[src/rtl/jt49_dcadd.sv]
// DC restoration for the JT49 audio path: signed PSG audio plus a ramped mid-scale bias -> unsigned 8-bit.
// Optional macro JT49_DCADD_SAT_EN: clamp the sum to 0..255; when undefined the sum wraps modulo 256.
module jt49_dcadd #(
  parameter int RAMP_SH = 4,
  localparam int PW = (RAMP_SH > 0) ? RAMP_SH : 1
) (
  input  logic          clk,
  input  logic          rst,
  input  logic          cen,
  input  logic [7:0]    din,
  input  logic          mute,
  output logic [7:0]    dout,
  output logic          settled,
  output logic [1:0]    dbg_state_o,
  output logic [7:0]    dbg_bias_o,
  output logic [PW-1:0] dbg_pre_o
);

  // Handshake: none. All state advances only on a clk edge with cen high; mute is a level sampled there.
  typedef enum logic [1:0] {
    ST_UP   = 2'd0,
    ST_RUN  = 2'd1,
    ST_DOWN = 2'd2,
    ST_OFF  = 2'd3
  } state_t;

  state_t        state_q;
  logic [7:0]    bias_q;
  logic [PW-1:0] pre_q;
  logic [7:0]    dout_q;
  logic          settled_q;

  logic [7:0]    g;
  logic [7:0]    dout_d;
  logic          step;

  assign step = (RAMP_SH == 0) ? 1'b1 : &pre_q;

`ifdef JT49_DCADD_SAT_EN
  logic [9:0] s;
  always_comb begin
    g = 8'h00;
    if (!mute && (state_q == ST_UP || state_q == ST_RUN)) g = din;
    s = {{2{g[7]}}, g} + {2'b00, bias_q};
    // s[9] set means negative; s[8] alone means above full scale
    if (s[9])      dout_d = 8'h00;
    else if (s[8]) dout_d = 8'hFF;
    else           dout_d = s[7:0];
  end
`else
  always_comb begin
    g = 8'h00;
    if (!mute && (state_q == ST_UP || state_q == ST_RUN)) g = din;
    dout_d = g + bias_q;
  end
`endif

  always_ff @(posedge clk or posedge rst) begin
    if (rst) begin
      state_q   <= ST_UP;
      bias_q    <= 8'd0;
      pre_q     <= '0;
      dout_q    <= 8'h00;
      settled_q <= 1'b0;
    end else if (cen) begin
      pre_q  <= pre_q + 1'b1;
      dout_q <= dout_d;
      case (state_q)
        ST_UP: begin
          if (mute) begin
            state_q   <= ST_DOWN;
            settled_q <= 1'b0;
          end else if (step) begin
            // A reversal can arrive here at full bias; never overshoot 128
            if (bias_q >= 8'd127) begin
              bias_q    <= 8'd128;
              state_q   <= ST_RUN;
              settled_q <= 1'b1;
            end else begin
              bias_q <= bias_q + 8'd1;
            end
          end
        end
        ST_RUN: begin
          if (mute) begin
            state_q   <= ST_DOWN;
            settled_q <= 1'b0;
          end
        end
        ST_DOWN: begin
          if (!mute) begin
            state_q <= ST_UP;
          end else if (step) begin
            if (bias_q <= 8'd1) begin
              bias_q  <= 8'd0;
              state_q <= ST_OFF;
            end else begin
              bias_q <= bias_q - 8'd1;
            end
          end
        end
        ST_OFF: begin
          if (!mute) state_q <= ST_UP;
        end
        default: state_q <= ST_UP;
      endcase
    end
  end

  assign dout        = dout_q;
  assign settled     = settled_q;
  assign dbg_state_o = state_q;
  assign dbg_bias_o  = bias_q;
  assign dbg_pre_o   = pre_q;

endmodule
[config.mk]
export PLATFORM = sky130hd
export DESIGN_NAME = jt49_dcadd
export DESIGN_NICKNAME = d
export VERILOG_FILES = /design/src/rtl/jt49_dcadd.sv
export SDC_FILE = /design/constraint.sdc
export NUM_CORES = 1
export LEC_CHECK = 0
export CAP_MARGIN = 20
export CORE_MARGIN = 5
export CORE_UTILIZATION = 46
export CTS_CLUSTER_SIZE = 28
export DETAILED_ROUTE_END_ITERATION = 16
export PLACE_DENSITY = 0.88
export SLEW_MARGIN = 20
export SYNTH_ARGS = -nofsm -noshare
export SYNTH_HDL_FRONTEND = slang
export SYNTH_SLANG_ARGS = --single-unit
[constraint.sdc]
create_clock -name clk -period 2.46 [get_ports clk]
set_input_delay 0.492 -clock clk [delete_from_list [all_inputs] [get_ports clk]]
set_output_delay 0.492 -clock clk [all_outputs]
set_load 0.02 [all_outputs]
==> results.txt <==
first-pass GRT wire length: 7.04 mm
status: complete, no violations
CTS tree: built
Die ar.: 0.00490 mm^2
Setup violations, final: 0
Setup TNS Final: 0 ps
gr usage total: 17.6%
crit-path cells: clkdlybuf4s50_1, and2_1, ha_2, inv_2, fa_2, nor2b_2, o31a_1, o21ai_1, mux2_2, a221o_1
CP max stage delay: 460 ps
CP top delay family: adder cells
Port Buf Inserts: 34
total congestion overflow: 0
Clock transition at path regs: 130 ps
Leak: 0.938 nW
ys async rst share: 100%
Syn Inst Count: 187
critical path type: input pin to register
CP Depth: 10
RSZ-0062 raised after global routing: no
sequential fraction of the synthesis area: 34.7%
I/O pin count: 35
pwr/cell area: 961 mW/mm^2
Primary FF master, synth: dfrtp_1
H-tree depth: 1
Final period util: 97.8%
commonest non-fill, non-tap cell in the layout: clkdlybuf4s50_1
Max Buffers Root-to-Sink: 2
Post-Syn Area: 0.00166 mm^2
Critical Path RT: 2690 ps
Reg2Reg Depth: 10
Nets: 263
reg-to-reg endpoint: dout[6]$_DFFE_PP0P_
die width: 70.0 um
relative slew slack: 59.8%
number of global-route vias before repair: 1,490
Initial DRT Pass Iterations: 4
initial antenna violation count: 0
DRT iter0 DRCs: 127
post-synthesis cell type count: 42
CP startpoint kind: input pin
GPL Wtd Cong: 0.922
number of buffers created by CTS: 3
CP endpoint kind: register
share of layout cells above drive strength 1: 18.1%
DRC: 0
Setup crit end: dout[6]$_DFFE_PP0P_
worst setup path start: din[0]
Hold Path Class: input pin to async pin
R2R setup slack: 130 ps
Power Total: 2.13 mW
Post-CTS Hold Buffers: 0
most frequent cells in the layout: 33 x clkdlybuf4s50_1, 23 x dfrtp_1, 23 x buf_4
Vias: 1,579
Fillers: 272
Die Y: 70.0 um
final worst path period need: 2410 ps
Final Hold Vio Count: 0
Slowest-stage cell, CP: clkdlybuf4s50_1
Slew Limit Fails: 0
Routed WL per cell: 14.9 um
Row Count: 21
mean post-synth cell area: 8.87 um^2
routed vias/inst: 5.56
clock sink count: 23
max-cap viol count: 0
Peak VDD IR: 0.000576 V
area growth from synthesis to layout: 33.4%
post-route clock skew: 1.84 ps
Worst Path Arrival: 2630 ps
Max Freq: 416 MHz
number of synthesized flops with an enable pin: 0
core area: 0.00342 mm^2
DRT antenna net count: 0
worst-margin pin slew: 602 ps
largest net degree at the start of global routing: 24
Detailed Route WL: 4.23 mm
synthesized flop and latch total: 23
Inserted Diodes: 0
Final HPWL DP: 3.26 mm
Initial Util: 48.5%
worst flop-to-flop path startpoint: dbg_state_o[1]$_DFFE_PP0P_
Synth Warn #: 0
PostCTS Resize Cnt: 6
clock latency on the worst-skew pair: 320 ps
CTS Root Cell: clkbuf_4
Bufs and invs on worst path: 2
syn nets: 211
Post-CTS Setup Bufs: 0
maximum net fanout on the critical path: 2
[cell families (layout without fill, tap and decap cells)]
group                      count (synthesis)  count (layout)  synth area share [%]
buffers and inverters                     19              70                  5.28
AOI/OAI and AO/OA                         54              54                  21.4
and+or+nand+nor                           64              64                  20.2
DFF                                       23              23                  34.7
muxes                                      6               6                  4.08
adders and majority gates                 12              12                  9.51
xor gates and xnor gates                   9               9                  4.75
[layout make-up]
class                      instances  area (um^2)  area share, %
multi-input combinational        145         1000           45.4
sequential                        23          576           26.0
timing repair buffer              57          512           23.1
tap                               46         57.6           2.60
inverter                           9         33.8           1.53
clock buffer                       3         22.5           1.02
clock inverter                     1         5.00          0.226
[worst reg2reg max path, stage by stage (launching register included)]
cell	delay, ps
dfrtp_1	410
nor2_2	130
and2_1	150
ha_2	180
inv_2	50
fa_2	370
nor2b_2	160
o31a_1	180
o21ai_1	80
mux2_2	270
a221o_1	250
[cell usage after synthesis (2+ instances only)]
master | n | area (um^2)
dfrtp_1 | 23 | 576
a21oi_1 | 21 | 105
nor2_1 | 14 | 52.6
nand2_1 | 12 | 45.0
ha_1 | 11 | 138
o21ai_0 | 9 | 45.0
inv_1 | 8 | 30.0
nand3_1 | 8 | 40.0
and2_1 | 6 | 37.5
mux2_2 | 6 | 67.6
nor3_1 | 5 | 25.0
xnor2_1 | 5 | 43.8
a31oi_1 | 4 | 25.0
and3_1 | 4 | 25.0
buf_2 | 4 | 20.0
clkbuf_1 | 4 | 15.0
xor2_1 | 4 | 35.0
nor2b_1 | 3 | 18.8
nor4_1 | 3 | 18.8
o221ai_1 | 3 | 26.3
o31ai_1 | 3 | 22.5
a211oi_1 | 2 | 15.0
a21o_1 | 2 | 15.0
a221o_1 | 2 | 20.0
nand2b_1 | 2 | 12.5
nand4_1 | 2 | 12.5
o21a_1 | 2 | 15.0
[worst min-delay path by stage]
stage                                     end                 from  slack, ps
floorplan           dbg_bias_o[0]$_DFFE_PP0P_                  rst        490
global placement          dout[4]$_DFFE_PP0P_  dout[4]$_DFFE_PP0P_        470
detailed placement        dout[4]$_DFFE_PP0P_  dout[4]$_DFFE_PP0P_        470
CTS                       dout[4]$_DFFE_PP0P_                  rst        500
global route              dout[4]$_DFFE_PP0P_  dout[4]$_DFFE_PP0P_        510
finish                    dout[5]$_DFFE_PP0P_                  rst        490
[per-layer routing]
layer	GRT usage (%)	up-vias	wire length [um]
met5	0	-	0
met4	4.89	0	36
met3	3.87	5	311
met2	28.2	71	1970
met1	23.8	720	1910
li1	-	783	-
[where the power goes]
group          leakage, nW  switching [mW]  total, mW  internal (mW)
sequential           0.269           0.113      0.627          0.513
combinational        0.652           0.705       1.32          0.612
clock               0.0177           0.121      0.182         0.0611
[stage by stage]
step	setup WS [ps]	instance area, um^2	hold WS, ps	util [%]	cells
final	54.4	2210	494	64.7	284
after global placement	-377	2180	465	63.7	280
after detailed placement	-432	2180	471	63.7	280
after CTS	99.0	2210	500	64.7	284
after global routing	23.1	2210	512	64.7	284
after floorplan	5.20	1660	494	-	187
[sequential cells by signal (all words and copies together), names as in the netlist]
name	count
dbg_pre_o	4
dbg_state_o	2
settled	1
dbg_bias_o	8
dout	8
Note: power is estimated with default switching activity, not from simulation.
